**src/rtl/mot_pkg.sv**
```systemverilog
// Shared types and constants for the four-channel motor PWM driver.
package mot_pkg;

    localparam int unsigned NUM_MOT = 4;
    localparam int unsigned DUTY_W  = 10;
    localparam int unsigned SET_W   = 16;

    typedef logic [DUTY_W-1:0] duty_t;
    typedef logic [SET_W-1:0]  mot_set_t;

    typedef enum logic [1:0] {
        DISARMED = 2'd0,
        ARMING   = 2'd1,
        ARMED    = 2'd2
    } arm_state_e;

    localparam duty_t DUTY_MAX = '1;

    // Setpoint to duty: keep the top DUTY_W bits of the 16-bit command.
    function automatic duty_t set_to_duty(input mot_set_t s);
        return s[SET_W-1 -: DUTY_W];
    endfunction

endpackage

```
**src/rtl/mot_slew.sv**
```systemverilog
// One motor channel: applied-duty register with slew limit, clamp and PWM compare.
module mot_slew
    import mot_pkg::*;
#(
    parameter int unsigned SLEW_STEP = 16,
    parameter int unsigned MIN_DUTY  = 51
) (
    input  logic       clk,
    input  logic       reset,
    input  mot_set_t   mot_set,
    input  logic       boundary,
    input  arm_state_e state,
    input  arm_state_e state_nxt,
    input  duty_t      period_nxt,
    output logic       pwm_out
);

    localparam logic signed [10:0] STEP_S = 11'(SLEW_STEP);
    localparam duty_t              MIN_D  = duty_t'(MIN_DUTY);

    duty_t              applied;
    duty_t              applied_nxt;
    duty_t              target;
    duty_t              clamped;
    logic signed [10:0] diff;
    logic signed [10:0] slewed;
    logic               unused_low_bits;

    always_comb unused_low_bits = ^mot_set[SET_W-DUTY_W-1:0];

    // Slew toward the floored target in 11-bit signed arithmetic, then clamp.
    always_comb begin
        target = set_to_duty(mot_set);
        if (target < MIN_D) begin
            target = MIN_D;
        end
        diff = $signed({1'b0, target}) - $signed({1'b0, applied});
        if (diff > STEP_S) begin
            slewed = $signed({1'b0, applied}) + STEP_S;
        end else if (diff < -STEP_S) begin
            slewed = $signed({1'b0, applied}) - STEP_S;
        end else begin
            slewed = $signed({1'b0, target});
        end
        if (slewed < 11'sd0) begin
            clamped = '0;
        end else if (slewed > 11'sd1023) begin
            clamped = DUTY_MAX;
        end else begin
            clamped = slewed[DUTY_W-1:0];
        end
    end

    always_comb begin
        applied_nxt = applied;
        case (state_nxt)
            DISARMED: applied_nxt = '0;
            ARMING:   applied_nxt = MIN_D;
            ARMED: begin
                // The ARMING->ARMED boundary keeps MIN_DUTY; slewing starts one period later.
                if (boundary && (state == ARMED)) begin
                    applied_nxt = clamped;
                end
            end
            default:  applied_nxt = '0;
        endcase
    end

    always_ff @(posedge clk or posedge reset) begin
        if (reset) begin
            applied <= '0;
            pwm_out <= 1'b0;
        end else begin
            applied <= applied_nxt;
            pwm_out <= (state_nxt != DISARMED) && (period_nxt < applied_nxt);
        end
    end

endmodule

```
**src/rtl/mot_pwm.sv**
```systemverilog
// Four-channel motor PWM driver: prescaler, 1024-tick period counter, arm FSM
// and one slew/compare channel per motor.
module mot_pwm
    import mot_pkg::*;
#(
    parameter int unsigned PRESCALE    = 50,
    parameter int unsigned SLEW_STEP   = 16,
    parameter int unsigned MIN_DUTY    = 51,
    parameter int unsigned ARM_PERIODS = 200
) (
    input  logic                       clk,
    input  logic                       reset,
    input  logic                       arm,
    input  logic                       kill,
    input  mot_set_t [NUM_MOT-1:0]     mot_set,
    output logic     [NUM_MOT-1:0]     pwm_out,
    output logic                       armed,
    output logic                       period_strobe
);

    localparam int unsigned      PS_W    = (PRESCALE > 1) ? $clog2(PRESCALE) : 1;
    localparam int unsigned      AC_W    = $clog2(ARM_PERIODS + 1);
    localparam logic [PS_W-1:0]  PS_LAST = PS_W'(PRESCALE - 1);
    localparam logic [AC_W-1:0]  AC_LAST = AC_W'(ARM_PERIODS - 1);

    logic [PS_W-1:0] presc;
    logic [PS_W-1:0] presc_nxt;
    duty_t           period_cnt;
    duty_t           period_nxt;
    logic            tick;
    logic            boundary;
    logic            disarm_req;
    arm_state_e      state;
    arm_state_e      state_nxt;
    logic [AC_W-1:0] arm_cnt;
    logic [AC_W-1:0] arm_cnt_nxt;

    always_comb begin
        tick       = (presc == PS_LAST);
        boundary   = tick && (period_cnt == DUTY_MAX);
        presc_nxt  = tick ? '0 : presc + PS_W'(1);
        period_nxt = tick ? period_cnt + duty_t'(1) : period_cnt;
        disarm_req = !arm || kill;
    end

    always_ff @(posedge clk or posedge reset) begin
        if (reset) begin
            presc      <= '0;
            period_cnt <= '0;
        end else begin
            presc      <= presc_nxt;
            period_cnt <= period_nxt;
        end
    end

    always_ff @(posedge clk or posedge reset) begin
        if (reset) begin
            state   <= DISARMED;
            arm_cnt <= '0;
        end else begin
            state   <= state_nxt;
            arm_cnt <= arm_cnt_nxt;
        end
    end

    // Disarm takes effect on any clock; arming progress only at period boundaries.
    always_comb begin
        state_nxt   = state;
        arm_cnt_nxt = arm_cnt;
        case (state)
            DISARMED: begin
                arm_cnt_nxt = '0;
                if (boundary && arm && !kill) begin
                    state_nxt = ARMING;
                end
            end
            ARMING: begin
                if (disarm_req) begin
                    state_nxt   = DISARMED;
                    arm_cnt_nxt = '0;
                end else if (boundary) begin
                    if (arm_cnt == AC_LAST) begin
                        state_nxt   = ARMED;
                        arm_cnt_nxt = '0;
                    end else begin
                        arm_cnt_nxt = arm_cnt + AC_W'(1);
                    end
                end
            end
            ARMED: begin
                if (disarm_req) begin
                    state_nxt   = DISARMED;
                    arm_cnt_nxt = '0;
                end
            end
            default: begin
                state_nxt   = DISARMED;
                arm_cnt_nxt = '0;
            end
        endcase
    end

    // Status outputs registered from next-cycle values so they line up with the counters.
    always_ff @(posedge clk or posedge reset) begin
        if (reset) begin
            armed         <= 1'b0;
            period_strobe <= 1'b0;
        end else begin
            armed         <= (state_nxt == ARMED);
            period_strobe <= (presc_nxt == PS_LAST) && (period_nxt == DUTY_MAX);
        end
    end

    for (genvar g = 0; g < NUM_MOT; g++) begin : g_ch
        mot_slew #(
            .SLEW_STEP (SLEW_STEP),
            .MIN_DUTY  (MIN_DUTY)
        ) u_slew (
            .clk        (clk),
            .reset      (reset),
            .mot_set    (mot_set[g]),
            .boundary   (boundary),
            .state      (state),
            .state_nxt  (state_nxt),
            .period_nxt (period_nxt),
            .pwm_out    (pwm_out[g])
        );
    end

endmodule

```
**config.mk**
```make
export PLATFORM = sky130hd
export DESIGN_NAME = mot_pwm
export DESIGN_NICKNAME = d
export VERILOG_FILES = /design/src/rtl/mot_pkg.sv /design/src/rtl/mot_slew.sv /design/src/rtl/mot_pwm.sv
export SDC_FILE = /design/constraint.sdc
export NUM_CORES = 1
export LEC_CHECK = 0
export BUFFER_PORTS_ARGS = -buffer_cell sky130_fd_sc_hd__buf_4
export CORE_MARGIN = 10
export CORE_UTILIZATION = 31
export CTS_BUF_LIST = sky130_fd_sc_hd__clkbuf_8 sky130_fd_sc_hd__clkbuf_16
export DETAILED_ROUTE_END_ITERATION = 8
export GPL_ROUTABILITY_DRIVEN = 0
export HOLD_SLACK_MARGIN = 0.02
export SLEW_MARGIN = 20
export SYNTH_ARGS = -nofsm -noshare
export SYNTH_HDL_FRONTEND = slang
export SYNTH_SLANG_ARGS = --single-unit
```
**constraint.sdc**
```tcl
create_clock -name clk -period 6.8 [get_ports clk]
set_input_delay 1.02 -clock clk [delete_from_list [all_inputs] [get_ports clk]]
set_output_delay 1.02 -clock clk [all_outputs]
set_load 0.005 [all_outputs]
```
# [Word-level counts from Yosys, hierarchy flattened]
# Index checks and enable logic that the tools add are counted.
[totals] ff_bits=72 latch_bits=0 ramBits=0 rom_bits=0 mem_count=0
[op_classes] add_sub_neg=15 multipliers=0 div=0 order_cmp=24 n_eq_ne=11 shift=0 n_mux=41 bitwise=0 reduce_logical=15
[op_table] operator="10-bit 2-to-1 mux" n=17
[op_table] operator="11-bit 2-to-1 mux" n=8
[op_table] operator="10-bit case mux with 2 select lines" n=4
[op_table] operator="10-bit by 5-bit adder with 11-bit output (second input constant)" n=4
[op_table] operator="11-bit greater-than comparator (second input constant)" n=4
[op_table] operator="11-bit by 6-bit greater-than comparator with 1-bit output (second input constant)" n=4
[op_table] operator="11-bit by 1-bit less-than comparator with 1-bit output (second input constant)" n=4
[op_table] operator="11-bit by 5-bit less-than comparator with 1-bit output (second input constant)" n=4
[op_table] operator="10-bit by 10-bit subtractor with 11-bit output" n=4
[op_table] operator="10-bit by 5-bit subtractor with 11-bit output (second input constant)" n=4
[op_table] operator="10-bit less-than comparator" n=4
[op_table] operator="10-bit by 6-bit less-than comparator with 1-bit output (second input constant)" n=4
[op_table] operator="8-bit 2-to-1 mux" n=4
[op_table] operator="10-bit equality test (second input constant)" n=2
[op_table] operator="8-bit case mux with 2 select lines" n=1
[op_table] operator="6-bit equality test (second input constant)" n=2
[op_table] operator="10-bit by 1-bit adder with 10-bit output (second input constant)" n=1
[op_table] operator="2-bit 2-to-1 mux" n=5
[op_table] operator="1-bit logical AND" n=9
[op_table] operator="8-bit by 1-bit adder with 8-bit output (second input constant)" n=1
[op_table] operator="8-bit equality test (second input constant)" n=1
[op_table] operator="6-bit by 1-bit adder with 6-bit output (second input constant)" n=1
[op_table] operator="6-bit 2-to-1 mux" n=1
[op_table] operator="2-bit case mux with 3 select lines" n=1
[op_table] operator="other kinds (9)" n=12

# [Depth between registers and ports, before layout]
# Gate-level depths: netlist of run 1.
[depth] word_depth=13 ltp_mapped=27

# [By module]
# Synthesis of run 1 repeated with hierarchy kept, for this count alone.
[hier_totals] cells_unflattened=1154 area_unflattened_um2=9257.6
[by_module_without_submodules] mod="mot_slew at g_ch[2].u_slew" n_inst=1 cells_each=274 area_each_um2=2062.0 seq_area_each_um2=275.3
[by_module_without_submodules] mod="mot_slew at g_ch[3].u_slew" n_inst=1 cells_each=250 area_each_um2=1919.3 seq_area_each_um2=275.3
[by_module_without_submodules] mod="mot_slew at g_ch[0].u_slew" n_inst=1 cells_each=245 area_each_um2=1904.3 seq_area_each_um2=275.3
[by_module_without_submodules] mod="mot_slew at g_ch[1].u_slew" n_inst=1 cells_each=244 area_each_um2=1904.3 seq_area_each_um2=275.3
[by_module_without_submodules] mod="mot_pwm" n_inst=1 cells_each=141 area_each_um2=1467.7 seq_area_each_um2=700.7

# [Worst setup path after synthesis of run 1]
# Ideal clock, no wire load.
[synth_timing] kind="in2reg" from="input port mot_set[62] (netlist bit)" to="register g_ch[3].u_slew.pwm_out" setup_ns=0.064 arrival_time_ns=6.361 path_slack_ns=0.374 cell_stages=26 path_buffers=0 cell_sequence="or4_4 a21oi_1 nor2_1 ha_1 fa_1 nor2b_1 o21ai_0 a31oi_1 xnor2_1 or3_1 o41ai_2 o22ai_1 o21ai_1 a22oi_1 nand2b_1 ha_1 a21o_1 a21o_1 a21o_1 a21oi_1 nor2b_1 o21ai_0 nand2b_1 a211oi_1 o31a_1 a31o_2"
[synth_between] elab_chain_len=13 elab_cells_between_ends=15 classes_between="add/sub (1); order compare (6); mux (7); reduce/logical (1)"
[synth_rtl] element="start: declaration" line="mot_pwm.sv:15" source="input mot_set_t [NUM_MOT-1:0] mot_set,"
[synth_rtl] element="10-bit by 6-bit less-than comparator with 1-bit output" line="mot_slew.sv:34" source="if (target < MIN_D) begin"
[synth_rtl] element="10-bit 2-to-1 mux (*)" line="mot_slew.sv:34"
[synth_rtl] element="10-bit by 10-bit subtractor with 11-bit output" line="mot_slew.sv:37" source="diff = $signed({1'b0, target}) - $signed({1'b0, applied});"
[synth_rtl] element="11-bit by 5-bit less-than comparator with 1-bit output" line="mot_slew.sv:40" source="end else if (diff < -STEP_S) begin"
[synth_rtl] element="11-bit 2-to-1 mux" line="mot_slew.sv:40"
[synth_rtl] element="11-bit 2-to-1 mux (*)" line="mot_slew.sv:38" source="if (diff > STEP_S) begin"
[synth_rtl] element="11-bit greater-than comparator" line="mot_slew.sv:47" source="end else if (slewed > 11'sd1023) begin"
[synth_rtl] element="10-bit 2-to-1 mux" line="mot_slew.sv:47"
[synth_rtl] element="10-bit 2-to-1 mux (*)" line="mot_slew.sv:45" source="if (slewed < 11'sd0) begin"
[synth_rtl] element="10-bit 2-to-1 mux (*)" line="mot_slew.sv:61" source="if (boundary && (state == ARMED)) begin"
[synth_rtl] element="10-bit case mux with 2 select lines (*)" line="mot_slew.sv:56" source="case (state_nxt)"
[synth_rtl] element="10-bit less-than comparator (*)" line="mot_slew.sv:75" source="pwm_out <= (state_nxt != DISARMED) && (period_nxt < applied_nxt);"
[synth_rtl] element="1-bit logical AND (*)" line="mot_slew.sv:75"
[synth_rtl] element="end signal: assignment" line="mot_slew.sv:75"
[synth_rtl] element="end: declaration" line="mot_slew.sv:15" source="output logic pwm_out"
# Every way passes the cells marked *; elsewhere a longest branch is shown, timed or not.
# A chain may end at the register's enable or synchronous reset.

# [Worst setup path after layout of run 1]
[layout_timing] from="input port mot_set[46] (netlist bit)" to="register g_ch[2].u_slew.pwm_out"
[layout_between] elab_chain_len=13 elab_cells_between_ends=15 classes_between="add/sub (1); order compare (6); mux (7); reduce/logical (1)"
[layout_rtl] element="10-bit by 6-bit less-than comparator with 1-bit output" line="mot_slew.sv:34"
[layout_rtl] element="10-bit 2-to-1 mux (*)" line="mot_slew.sv:34"
[layout_rtl] element="10-bit by 10-bit subtractor with 11-bit output" line="mot_slew.sv:37"
[layout_rtl] element="11-bit by 5-bit less-than comparator with 1-bit output" line="mot_slew.sv:40"
[layout_rtl] element="11-bit 2-to-1 mux" line="mot_slew.sv:40"
[layout_rtl] element="11-bit 2-to-1 mux (*)" line="mot_slew.sv:38"
[layout_rtl] element="11-bit greater-than comparator" line="mot_slew.sv:47"
[layout_rtl] element="10-bit 2-to-1 mux" line="mot_slew.sv:47"
[layout_rtl] element="10-bit 2-to-1 mux (*)" line="mot_slew.sv:45"
[layout_rtl] element="10-bit 2-to-1 mux (*)" line="mot_slew.sv:61"
[layout_rtl] element="10-bit case mux with 2 select lines (*)" line="mot_slew.sv:56"
[layout_rtl] element="10-bit less-than comparator (*)" line="mot_slew.sv:75"
[layout_rtl] element="1-bit logical AND (*)" line="mot_slew.sv:75"
[layout_rtl] element="end signal: assignment" line="mot_slew.sv:75"
[layout_rtl] element="end: declaration" line="mot_slew.sv:15"
# Marked as above.

==> results of run 1 <==
==> stage by stage <==
| stage | cell area [µm²] | utilization | power (µW) |
|---|---|---|---|
| final | 9840 | 0.363 | 1250 |
| after global routing | 9840 | 0.363 | 1310 |
| after CTS | 9820 | 0.362 | 1260 |
| after detailed placement | 9480 | 0.350 | 701 |
| after global placement | 9480 | 0.350 | 698 |
| after floorplan | 8590 | - | 623 |
==> power by group through the flow <==
stage	registers [µW]	clock network, µW	logic [µW]
after detailed placement	436	0	265
after global placement	436	0	262
after global routing	428	582	300
after floorplan	436	0	187
final	428	554	269
after CTS	428	564	267
==> cells in the final DEF (no fill, tap or decap), types with 10 or more instances in the layout <==
cell type   n
a211oi_1   11
a21o_1     29
a21oi_1    51
a221o_1    10
a221oi_1   11
a31oi_1    15
and2_1     13
and3_1     15
buf_4      88
dfrtp_1    72
ha_1       88
inv_1      73
nand2_1    70
nand2b_1   36
nand3_1    34
nand4_1    22
nor2_1     85
nor2b_1    21
nor3_1     26
o211ai_1   12
o21a_1     18
o21ai_0    57
o221ai_1   11
o22ai_1    10
o31ai_1    16
or2_2      10
or3_1      14
xnor2_1    23
xor2_1     11
==> repair_timing <==
item / in CTS / in global routing
hold buffers: 0 / 0
resized for setup: 0 / 4
setup buffers: 0 / 0
setup endpoints to repair: 0 / 2
==> sequential cells by signal, summed over array words and instances (netlist names) <==
register	flops
arm_cnt	8
g_ch.u_slew.pwm_out	4
g_ch.u_slew.applied	40
period_cnt	10
state	2
presc	6
armed	1
period_strobe	1
==> cell families (layout without fill, tap and decap cells) <==
| family | Yosys count | in the layout | synth area share |
|---|---|---|---|
| AND/OR/NAND/NOR | 378 | 378 | 0.229 |
| flip-flops | 72 | 72 | 0.210 |
| AO/OA/AOI/OAI | 362 | 362 | 0.311 |
| multiplexers | 9 | 9 | 0.0109 |
| XOR/XNOR | 36 | 36 | 0.0399 |
| adder cells (fa/ha/maj) | 93 | 93 | 0.139 |
| buffers and inverters | 129 | 177 | 0.0602 |
==> layout make-up <==
cell class                      count  share of cell area
Clock buffer                        9              0.0229
Clock inverter                      6              0.0117
Inverter                           74              0.0284
Multi-Input combinational cell    878               0.640
Sequential cell                    72               0.183
Tap cell                          372              0.0473
Timing Repair Buffer               88              0.0671
==> path summary, 6_finish.rpt <==
check                                  startpoint                                   to  slack, ps  depth (start not counted)
setup / recovery                      mot_set[46]     g_ch[2].u_slew.pwm_out$_DFF_PP0_        450                         27
hold / removal             arm_cnt[7]$_DFFE_PP0P_               arm_cnt[7]$_DFFE_PP0P_        480                          1
setup reg to reg               presc[1]$_DFF_PP0_     g_ch[1].u_slew.pwm_out$_DFF_PP0_       1330                         26
hold reg to reg            arm_cnt[7]$_DFFE_PP0P_               arm_cnt[7]$_DFFE_PP0P_        480                          1
max in group asynchronous                   reset  g_ch[2].u_slew.applied[1]$_DFF_PP0_       5210                          3
min in group asynchronous                   reset  g_ch[3].u_slew.applied[9]$_DFF_PP0_        980                          3
==> routing by layer <==
layer | vias to the layer above | global-route usage
met1 | 4026 | 0.183
met2 | 209 | 0.216
met4 | 0 | 0.0372
li1 | 4164 | -
met5 | - | 0
met3 | 25 | 0.0145
==> results.tsv, run 1 <==
stage	metric	value	unit
worst_setup_path	Worst Setup End Kind	register	
drt	antenna viol nets, final	0	
cells_and_area	share of layout cells above drive strength 1	0.134	
worst_setup_path	Crit Path Category	primary input to register	
drt	via count	8424	
worst_setup_path	WP data required	7080	ps
power_and_ir_drop	Reg power frac	0.343	
cells_and_area	Area Growth Syn to Fin	14.6	%
drt	Residual DRC	0	
logic_synthesis	Post-synth EDFFs	0	
power_and_ir_drop	combinational power share	0.215	
power_and_ir_drop	power density cells	127	nW/µm²
clocking	Worst-path clk slew	60	ps
drt	DRT iter0 DRCs	466	
global_route	largest net degree at the start of global routing	73	
power_and_ir_drop	Max VDD drop	110	µV
timing	Min Clock Period, post-route	6350	ps
global_route	initial antenna violation count	0	
clocking	H-tree depth	3	
timing	Pins Over Slew Limit	0	
worst_setup_path	critical-path maximum fanout	4	
power_and_ir_drop	NetSw	351	µW
timing	Slew headroom	0.369	
logic_synthesis	Yosys top cell area share	0.210	
global_route	vias in the first global route	8103	
timing	hold_ws	483	ps
outcome	status	completed	
worst_setup_path	CP top delay family	compound AO/OA/AOI/OAI gates	
clocking	clock sinks	72	
timing	final setup margin	450	ps
cells_and_area	Layout Cells excl Fill	1499	
cells_and_area	# fillers	2848	
floorplan	I/O pins	74	
drt	via/cell ratio	5.62	
placed_design	placed cells	1484	
power_and_ir_drop	Clk pwr share	0.443	
worst_setup_path	CP dominant cell by count	a21o_1	
cells_and_area	area occupied by multi-input gates	6290	µm²
floorplan	core box area	27100	µm²
floorplan	Initial Utilization	0.317	
logic_synthesis	largest area contributor in the synthesized netlist	dfrtp_1	
clocking	CTS Root Cell	clkbuf_16	
power_and_ir_drop	Power Internal	899	µW
clocking	CTS Buf Count	9	
floorplan	Die Y	186	µm
logic_synthesis	register area share after synthesis	0.210	
drt	met3 routed WL	959	µm
logic_synthesis	syn_nets	1239	
cells_and_area	# diodes	0	
placed_design	DP Wirelength	18.7	mm
timing	RSZ-0062 raised after global routing	false	
floorplan	Die Wd	186	µm
hold_path	Hold WC Path Type	register to register	
job	max-cap violations	0	
logic_synthesis	Syn Area/Cell	7.96	µm²
clocking	CTS tree	done	
power_and_ir_drop	Leak	0.00427	µW
cells_and_area	Final #Nets	1283	
clocking	clock tree buffer depth	2	
timing	TNS Setup	0	ps
drt	met1 WL	11.7	mm
timing	measured slew at the worst slew-check pin	947	ps
global_route	total congestion overflow	0	
logic_synthesis	most frequent cell after synthesis	ha_1	
placed_design	Placement Setup Slack	17.0	ps
clocking	worst skew pair latency	340	ps
logic_synthesis	Netlist cell types	87	
logic_synthesis	Synth top cells by count	88 x ha_1, 86 x nor2_1, 74 x inv_1	
logic_synthesis	register bit count reported by yosys	72	
logic_synthesis	Primary FF master, synth	dfrtp_1	
worst_setup_path	Crit path largest cell delay	530	ps
logic_synthesis	cell area after synthesis	8590	µm²
logic_synthesis	YS warnings	0	
global_route	first-pass GRT wire length	40.1	mm
worst_setup_path	Startpoint Class	primary input	
logic_synthesis	FFs w/ async S/R, synth	1.00	
drt	routed wire length on met2	10.8	mm
timing	Final setup violation count	0	
power_and_ir_drop	switch share	0.281	
timing	fmax	0.157	GHz
worst_setup_path	Crit-path slowest cell	or4_1	
global_route	All-Layer GR Usage	0.133	
logic_synthesis	Synth Instances	1079	
worst_setup_path	WP buf/inv	1	
timing	Final Skew	8.13	ps
floorplan	Rows	60	
logic_synthesis	top post-synthesis cells by area	dfrtp_1 21%, ha_1 13%, nor2_1 3.8%, o21ai_0 3.3%, inv_1 3.2%	
cells_and_area	Seq. cell area	1800	µm²
timing	Fin. Hold Viols	0	
drt	drt pass-1 iters	5	
floorplan	Die ar.	34800	µm²
worst_setup_path	Data arrival, critical path	6630	ps
timing	period utilisation layout	0.934	
drt	per-cell routed wire length	15.9	µm
placed_design	number of port buffers	49	
drt	top sig layer	met4	
drt	drt total wl	23.9	mm
Note: power is estimated with default switching activity, not from simulation.
==> run 2, diff against run 1 <==
--- a/config.mk
+++ b/config.mk
@@ -6,12 +6,16 @@
 export NUM_CORES = 1
 export LEC_CHECK = 0
 export BUFFER_PORTS_ARGS = -buffer_cell sky130_fd_sc_hd__buf_4
+export CELL_PAD_IN_SITES_DETAIL_PLACEMENT = 2
+export CELL_PAD_IN_SITES_GLOBAL_PLACEMENT = 2
 export CORE_MARGIN = 10
 export CORE_UTILIZATION = 31
 export CTS_BUF_LIST = sky130_fd_sc_hd__clkbuf_8 sky130_fd_sc_hd__clkbuf_16
 export DETAILED_ROUTE_END_ITERATION = 8
 export GPL_ROUTABILITY_DRIVEN = 0
 export HOLD_SLACK_MARGIN = 0.02
+export MAX_ROUTING_LAYER = met4
+export PLACE_DENSITY_LB_ADDON = 0.1
 export SLEW_MARGIN = 20
 export SYNTH_ARGS = -nofsm -noshare
 export SYNTH_HDL_FRONTEND = slang
==> results.tsv, run 2 (synthesized netlist as in run 1, its figures left out) <==
stage	metric	value	unit
outcome	status	completed	
hold_path	Hold WC Path Type	register to register	
global_route	All-Layer GR Usage	0.172	
drt	antenna viol nets, final	0	
worst_setup_path	critical-path maximum fanout	3	
worst_setup_path	Crit path largest cell delay	560	ps
clocking	H-tree depth	3	
power_and_ir_drop	Max VDD drop	94.9	µV
timing	Fin. Hold Viols	0	
cells_and_area	Area Growth Syn to Fin	16.8	%
timing	Final Skew	9.19	ps
drt	per-cell routed wire length	19.6	µm
worst_setup_path	WP data required	7080	ps
cells_and_area	# diodes	0	
placed_design	DP Wirelength	23.8	mm
worst_setup_path	Crit-path slowest cell	or4_4	
timing	hold_ws	516	ps
floorplan	core box area	27100	µm²
floorplan	I/O pins	74	
drt	Residual DRC	0	
drt	drt total wl	29.9	mm
worst_setup_path	CP top delay family	compound AO/OA/AOI/OAI gates	
power_and_ir_drop	Total Power	1220	µW
timing	period utilisation layout	0.934	
cells_and_area	Layout Cells excl Fill	1526	
floorplan	Initial Utilization	0.317	
placed_design	placed cells	1509	
global_route	largest net degree at the start of global routing	73	
timing	fmax	0.158	GHz
job	max-cap violations	0	
worst_setup_path	reg-to-reg critical path startpoint	g_ch[2].u_slew.applied[7]$_DFF_PP0_	
cells_and_area	Final #Nets	1310	
global_route	first-pass GRT wire length	49.1	mm
clocking	worst skew pair latency	340	ps
clocking	CTS tree	done	
worst_setup_path	Reg2Reg Depth	24	
cells_and_area	most flop-heavy register	g_ch.u_slew.applied	
worst_setup_path	WP buf/inv	4	
timing	RSZ-0062 raised after global routing	true	
worst_setup_path	Startpoint Class	primary input	
clocking	clock tree buffer depth	2	
power_and_ir_drop	power density cells	122	nW/µm²
cells_and_area	share of layout cells above drive strength 1	0.153	
placed_design	Placement Setup Slack	-31.7	ps
drt	via/cell ratio	5.63	
worst_setup_path	r2r endpoint	g_ch[2].u_slew.pwm_out$_DFF_PP0_	
floorplan	Die Wd	186	µm
hold_path	WHS Path Cells	2	
cells_and_area	largest registers	g_ch.u_slew.applied x40, period_cnt x10, arm_cnt x8	
timing	Min Clock Period, post-route	6350	ps
floorplan	Die ar.	34800	µm²
worst_setup_path	R2R Setup Slk	1320	ps
clocking	CTS Buf Count	9	
global_route	initial antenna violation count	0	
timing	measured slew at the worst slew-check pin	870	ps
worst_setup_path	Worst Setup End Kind	register	
global_route	vias in the first global route	9218	
worst_setup_path	CP dominant cell by count	buf_4	
floorplan	Rows	60	
timing	Final setup violation count	0	
cells_and_area	max FFs per register	40	
cells_and_area	most frequent cells in the layout	113 x buf_4, 88 x ha_1, 85 x nor2_1, 75 x inv_1, 72 x dfrtp_1	
floorplan	Die Y	186	µm
drt	via count	8595	
clocking	clock sinks	72	
clocking	CTS Root Cell	clkbuf_16	
hold_path	Worst Hold Launch	g_ch[1].u_slew.applied[2]$_DFF_PP0_	
cells_and_area	most common cell after layout, fill and taps aside	buf_4	
worst_setup_path	Data arrival, critical path	6630	ps
drt	DRT iter0 DRCs	233	
placed_design	number of port buffers	49	
worst_setup_path	Crit Path Category	primary input to register	
drt	drt pass-1 iters	4	
power_and_ir_drop	Leak	0.00440	µW
hold_path	worst min-delay path endpoint	g_ch[1].u_slew.applied[2]$_DFF_PP0_	
clocking	Worst-path clk slew	60	ps
timing	Pins Over Slew Limit	0	
timing	final setup margin	451	ps
timing	Slew headroom	0.416	
global_route	total congestion overflow	0	
run 2: cell types whose count changed in the layout (fill, tap and decap cells not counted), moves of 2 or more:
cell | previous run | this run
inv_6 | 2 | 0
buf_4 | 88 | 113
clkinv_2 | 1 | 3
inv_1 | 73 | 75
run 2: per-layer routing:
metal	vias up	GRT usage	routed length [µm]
met2	71	0.290	14600
met1	4306	0.221	14600
met5	-	-	0
met4	0	0.0353	229
li1	4203	-	-
met3	15	0.0145	410
run 2: final cells by class:
cell class,instances,area (µm²)
Fill cell,3107,17100
Multi-Input combinational cell,878,6300
Sequential cell,72,1800
Timing Repair Buffer,115,880
Tap cell,372,465
Inverter,74,279
Clock buffer,9,225
Clock inverter,6,77.6
run 2: worst max path at each step:
stage	to	cells after the start	startpoint	slack (ps)
final	g_ch[3].u_slew.pwm_out$_DFF_PP0_	30	mot_set[62]	450
after global routing	g_ch[3].u_slew.pwm_out$_DFF_PP0_	28	mot_set[62]	-40
after detailed placement	g_ch[3].u_slew.pwm_out$_DFF_PP0_	30	mot_set[62]	-30
after CTS	g_ch[1].u_slew.pwm_out$_DFF_PP0_	25	mot_set[30]	270
after floorplan	g_ch[3].u_slew.pwm_out$_DFF_PP0_	26	mot_set[62]	370
after global placement	g_ch[3].u_slew.pwm_out$_DFF_PP0_	30	mot_set[62]	-6
run 2: stage by stage:
step / TNS [ps] / area [µm²] / utilization
after floorplan: 0 / 8590 / -
after detailed placement: -48.2 / 9680 / 0.357
after global routing: -37.5 / 10000 / 0.370
after global placement: -6.06 / 9680 / 0.357
after CTS: 0 / 9980 / 0.368
final: 0 / 10000 / 0.370
run 2: power by group:
| group | internal, µW | leakage (µW) | switching (µW) |
|---|---|---|---|
| clock | 315 | 0.000158 | 188 |
| combinational | 122 | 0.00325 | 169 |
| sequential | 428 | 0.000993 | 0 |
run 2: timing repair:
| item | CTS | global route |
|---|---|---|
| setup endpoints to repair | 0 | 4 |
| buffers inserted | 0 | 2 |
| gates resized for setup | 0 | 6 |
| hold buffers | 0 | 0 |
run 2: worst register-to-register path, cell delays in order (launching register included):
cell and delay (ps):
dfrtp_1 500, inv_1 190, ha_1 460, and4_1 260
a211oi_1 430, o211ai_1 150, buf_4 180, xnor2_1 120
a2111o_1 420, o21ai_0 200, o32ai_1 150, or2_2 320
a22o_1 210, nand2_1 70, ha_1 240, a21o_1 160
a21o_1 170, a21o_1 170, a21oi_1 130, nor2b_1 60
o21ai_0 140, nand2b_1 80, a211oi_1 330, o31a_1 200
a31o_2 100
